**src/rtl/serial_wb_deser.sv**
```systemverilog
// Serial-to-parallel result deserializer: assembles LSB-first bit frames into
// WIDTH-bit words and presents them as register-file write-backs.
module serial_wb_deser #(
  parameter int WIDTH  = 32,
  parameter int ADDR_W = 5
) (
  input  logic              clk,
  input  logic              reset,
  input  logic              bit_valid,
  input  logic              bit_start,
  input  logic              bit_in,
  input  logic [ADDR_W-1:0] rd_addr,
  input  logic              wb_ready,
  output logic              wb_valid,
  output logic [ADDR_W-1:0] wb_addr,
  output logic [WIDTH-1:0]  wb_data,
  output logic              busy,
  output logic              frame_err,
  output logic              overrun
);

  localparam int CNT_W = $clog2(WIDTH + 1);

  typedef enum logic {
    IDLE,
    SHIFT
  } state_t;

  state_t             state;
  logic [CNT_W-1:0]   count;
  logic [WIDTH-1:0]   shreg;
  logic [ADDR_W-1:0]  frame_addr;

  logic [WIDTH-1:0]   shifted;
  logic               last_bit;
  logic               load_ok;

  always_comb begin
    shifted  = {bit_in, shreg[WIDTH-1:1]};
    last_bit = (state == SHIFT) && bit_valid && !bit_start &&
               (count == CNT_W'(WIDTH - 1));
    load_ok  = !wb_valid || wb_ready;
  end

  assign busy = (state == SHIFT);

  always_ff @(posedge clk or negedge reset) begin
    if (!reset) begin
      state      <= IDLE;
      count      <= '0;
      shreg      <= '0;
      frame_addr <= '0;
      wb_valid   <= 1'b0;
      wb_addr    <= '0;
      wb_data    <= '0;
      frame_err  <= 1'b0;
      overrun    <= 1'b0;
    end else begin
      frame_err <= 1'b0;
      // Consumed word drops wb_valid unless a completing frame reloads it below.
      if (wb_valid && wb_ready)
        wb_valid <= 1'b0;

      case (state)
        IDLE: begin
          if (bit_valid) begin
            if (bit_start) begin
              shreg      <= shifted;
              frame_addr <= rd_addr;
              count      <= CNT_W'(1);
              state      <= SHIFT;
            end else begin
              frame_err <= 1'b1;
            end
          end
        end

        SHIFT: begin
          if (bit_valid) begin
            shreg <= shifted;
            if (bit_start) begin
              frame_err  <= 1'b1;
              frame_addr <= rd_addr;
              count      <= CNT_W'(1);
            end else if (last_bit) begin
              state <= IDLE;
              count <= '0;
              // Writes to register 0 are silently discarded.
              if (frame_addr != '0) begin
                if (load_ok) begin
                  wb_valid <= 1'b1;
                  wb_addr  <= frame_addr;
                  wb_data  <= shifted;
                end else begin
                  overrun <= 1'b1;
                end
              end
            end else begin
              count <= count + CNT_W'(1);
            end
          end
        end

        default: state <= IDLE;
      endcase
    end
  end

endmodule
```
**config.mk**
```make
export PLATFORM = sky130hd
export DESIGN_NAME = serial_wb_deser
export DESIGN_NICKNAME = d
export VERILOG_FILES = /design/src/rtl/serial_wb_deser.sv
export SDC_FILE = /design/constraint.sdc
export NUM_CORES = 1
export LEC_CHECK = 0
export BUFFER_PORTS_ARGS = -buffer_cell sky130_fd_sc_hd__buf_2
export CORE_MARGIN = 2
export CORE_UTILIZATION = 60
export CTS_CLUSTER_SIZE = 8
export DETAILED_ROUTE_END_ITERATION = 8
export GPL_TIMING_DRIVEN = 0
export PLACE_DENSITY = 0.94
export SYNTH_ARGS = -nofsm -noshare
export SYNTH_HDL_FRONTEND = slang
export SYNTH_SLANG_ARGS = --single-unit
```
**constraint.sdc**
```tcl
create_clock -name clk -period 4.09 [get_ports clk]
set_input_delay 0.409 -clock clk [delete_from_list [all_inputs] [get_ports clk]]
set_output_delay 0.409 -clock clk [all_outputs]
set_load 0.01 [all_outputs]
```
==> out/results.tsv <==
stage	metric	value	unit
critical_path	critPathKind	reg -> reg	
yosys	syn_nets	223	
pwr	pwr-share-clk	31.6	%
yosys	syn-cell-area	0.003433	mm^2
yosys	synth.most_common_cell	dfrtp_1	
critical_path	crit_buf_inv	1	
pwr	p_sw_share	26.21	%
clock_tree	cts_sinks	83	
yosys	synth_commonest_cells	dfrtp_1 (83), mux2_2 (37), mux2_4 (31)	
yosys	ys_seq_area_share	60.50	%
cells_and_area	num-fill-cells	348	
yosys	synth_area_leaders	dfrtp_1 (60%), mux2_4 (14%), mux2_2 (12%)	
global_routing	grt_max_degree	63	
critical_path	critPathSlowestCell	dfrtp_1	
detailed_routing	drt_wl_total	5.738	mm
timing	fmax	517.1	MHz
floorplanning	core.rowCount	27	
detailed_routing	vias_per_cell	5.443	
critical_path	crit_arrival	2180	ps
floorplanning	die_y	79.65	um
global_routing	gr-usage-all-layers	20.79	%
timing	report.final.slew_viol_count	0	
timing	finalCritPeriodShare	47.28	%
yosys	avgSynthCellArea	16.27	um^2
clock_tree	clock_path_buffers	2	
clock_tree	cts.repair.resized	0	
place	port_buffers	49	
place	placed_cells	333	
pwr	powerDensity	465.0	mW/mm^2
yosys	yosysWarnings	0	
timing	worst_slew_margin_rel	74.86	%
cells_and_area	nets	285	
critical_path	critPathMaxStageDelay	420	ps
clock_tree	cts_tree	built	
critical_path	crit_chain	ha_1 -> and3_4 -> and4bb_4 -> nor2b_2 -> buf_6 -> mux2_4	
critical_path	crit_path_max_fanout	7	
floorplanning	die_w	79.65	um
pwr	vdd_ir_drop_max	0.2737	mV
yosys	synth_top_area_share	60.50	%
detailed_routing	drtAntennaViolNets	0	
hold_path	hold_class	in -> reg	
pwr	p_switching	0.0004885	W
yosys	synth_flop_cell	dfrtp_1	
cells_and_area	drive_gt1_share	57.19	%
critical_path	crit_family	simple AND/OR/NAND/NOR gates	
floorplanning	die_area	0.006343	mm^2
yosys	async_flop_share	100.0	%
global_routing	grt.overflow.total	0	
detailed_routing	drt_first_pass_iters	4	
pwr	combPwrFrac	11.0	%
critical_path	cp-end-kind	flop	
critical_path	cp_data_required_time	4330	ps
pwr	pwr-share-seq	57.4	%
clock_tree	cts_buffers	9	
detailed_routing	drc_errors	0	
global_routing	grt_pass1_wl	9.811	mm
yosys	synth_cell_types	36	
pwr	internal-power	0.001376	W
clock_tree	clock_latency	360	ps
place	placed_area	0.003799	mm^2
pwr	cellLeakagePower	2.113	nW
clock_tree	cts_root_buf	clkbuf_8	
global_routing	grt_antenna_before_repair	0	
yosys	synthCells	211	
place	dp_hpwl	3.927	mm
place	routabilityCongestion	0.8315	
timing	worstMarginPinSlew	377.0	ps
critical_path	crit_path_start_kind	flop	
yosys	synth_enable_flop_cells	0	
global_routing	grt_pass1_vias	2011	
timing	finClkSkew	7.860	ps
timing	hold_viol_final	0	
cells_and_area	design_area	0.004009	mm^2
clock_tree	htree_levels	3	
floorplanning	core-area	0.005507	mm^2
yosys	yosysTopAreaCell	dfrtp_1	
detailed_routing	drt-initial-drc-count	81	
outcome	status	finished clean	
cells_and_area	syn_to_final_growth	16.76	%
yosys	synth_seq_cells	83	
cells_and_area	diodes	0	
run	cap_viol_max_count	0	
clock_tree	clk_pin_slew_worst_paths	80	ps
detailed_routing	wire_per_inst	16.39	um
timing	finalWorstPathRequiredPeriod	1934	ps
floorplanning	io_pins	52	
timing	tns	0	ps
floorplanning	start_util	62.35	%
timing	grt_setup_unrepaired	no	
timing	setup_viol	0	
cells_and_area	stdcell_count	350	
detailed_routing	num_vias	1905	
==> area by class of cell <==
| cell class | count | area (um^2) | share of cell area (%) |
|---|---|---|---|
| Multi-Input combinational cell | 116 | 1245 | 31.05 |
| Inverter | 2 | 7.507 | 0.1873 |
| Buffer | 10 | 103.9 | 2.591 |
| Clock buffer | 9 | 123.9 | 3.090 |
| Tap cell | 72 | 90.09 | 2.247 |
| Timing Repair Buffer | 51 | 285.3 | 7.116 |
| Sequential cell | 83 | 2077 | 51.81 |
| Clock inverter | 7 | 76.32 | 1.904 |
==> repair_timing <==
action / CTS / global route
endpoints found under the hold margin: 21 / 0
hold buffers: 1 / 0
buffers inserted: 0 / 0
==> power groups by stage <==
stage                     clock, W  sequential (W)  combinational (W)
final                     0.000589         0.00107           0.000206
after global routing      0.000641         0.00109           0.000229
after CTS                 0.000606         0.00107           0.000210
after detailed placement         0         0.00108           0.000207
after global placement           0         0.00107           0.000187
after floorplan                  0         0.00105           0.000160
==> sequential cells by signal, summed over array words and instances, names as in the netlist <==
signal / flops
wb_data: 32
shreg: 31
count: 6
frame_addr: 5
wb_addr: 5
busy: 1
frame_err: 1
overrun: 1
wb_valid: 1
==> logic make-up (layout without fill, tap and decap cells) <==
| family | count (synthesis) | in the layout | share of synthesized area, % |
|---|---|---|---|
| AO/OA/AOI/OAI | 18 | 18 | 4.337 |
| multiplexers | 69 | 69 | 25.98 |
| adder cells (fa/ha/maj) | 1 | 1 | 0.3644 |
| flip-flops | 83 | 83 | 60.50 |
| XOR/XNOR | 2 | 2 | 0.5103 |
| AND/OR/NAND/NOR | 26 | 26 | 5.066 |
| buffers and inverters | 12 | 79 | 3.243 |
==> metrics by stage <==
step                      utilization, %  power (W)  hold slack (ps)  worst slack [ps]
after floorplan                        -   0.001205            113.4              2329
after global placement             68.44   0.001258            441.8              2068
after detailed placement           68.98   0.001291            322.2              2191
after CTS                          72.80   0.001885            249.8              2176
after global routing               72.80   0.001960            264.4              2028
final                              72.80   0.001864            268.3              2156
==> cell usage in the layout (no fill, tap or decap), types with 2 or more instances in the layout <==
master | netlist | routed
mux2_2 | 37 | 37
nor2_1 | 3 | 3
buf_2 | 3 | 51
a22o_1 | 3 | 3
clkbuf_8 | 0 | 9
buf_4 | 2 | 3
xnor2_1 | 2 | 2
buf_12 | 2 | 2
a22o_2 | 5 | 5
clkinvlp_4 | 0 | 2
nand2_1 | 7 | 7
o21ai_0 | 2 | 2
dfrtp_1 | 83 | 83
inv_1 | 2 | 2
inv_6 | 0 | 2
mux2_4 | 31 | 31
a21oi_1 | 3 | 3
buf_6 | 3 | 3
nand3_1 | 3 | 3
==> metal layers <==
metal  wire length, um  vias up  global-route usage (%)  part of all wire, %
li1                  -      873                       -                    -
met1              2534      967                   26.56                   44
met2              2747       48                   32.18                   48
met3               316       17                   6.900                  5.5
met4               140        0                   9.655                  2.4
met5                 0        -                       0                    0
==> worst paths after layout <==
| path | startpoint | to | slack, ps | cells after the start |
|---|---|---|---|---|
| min reg2reg | overrun | overrun | 470 | 1 |
| max in group asynchronous | reset | shreg[29] | 3020 | 3 |
| min in group asynchronous | reset | wb_data[9] | 490 | 2 |
| max | count[0] | wb_data[25] | 2160 | 6 |
| min | bit_start | count[4] | 270 | 2 |
| max reg2reg | count[0] | wb_data[25] | 2160 | 6 |
No activity file was read; power rests on OpenSTA's default activity.
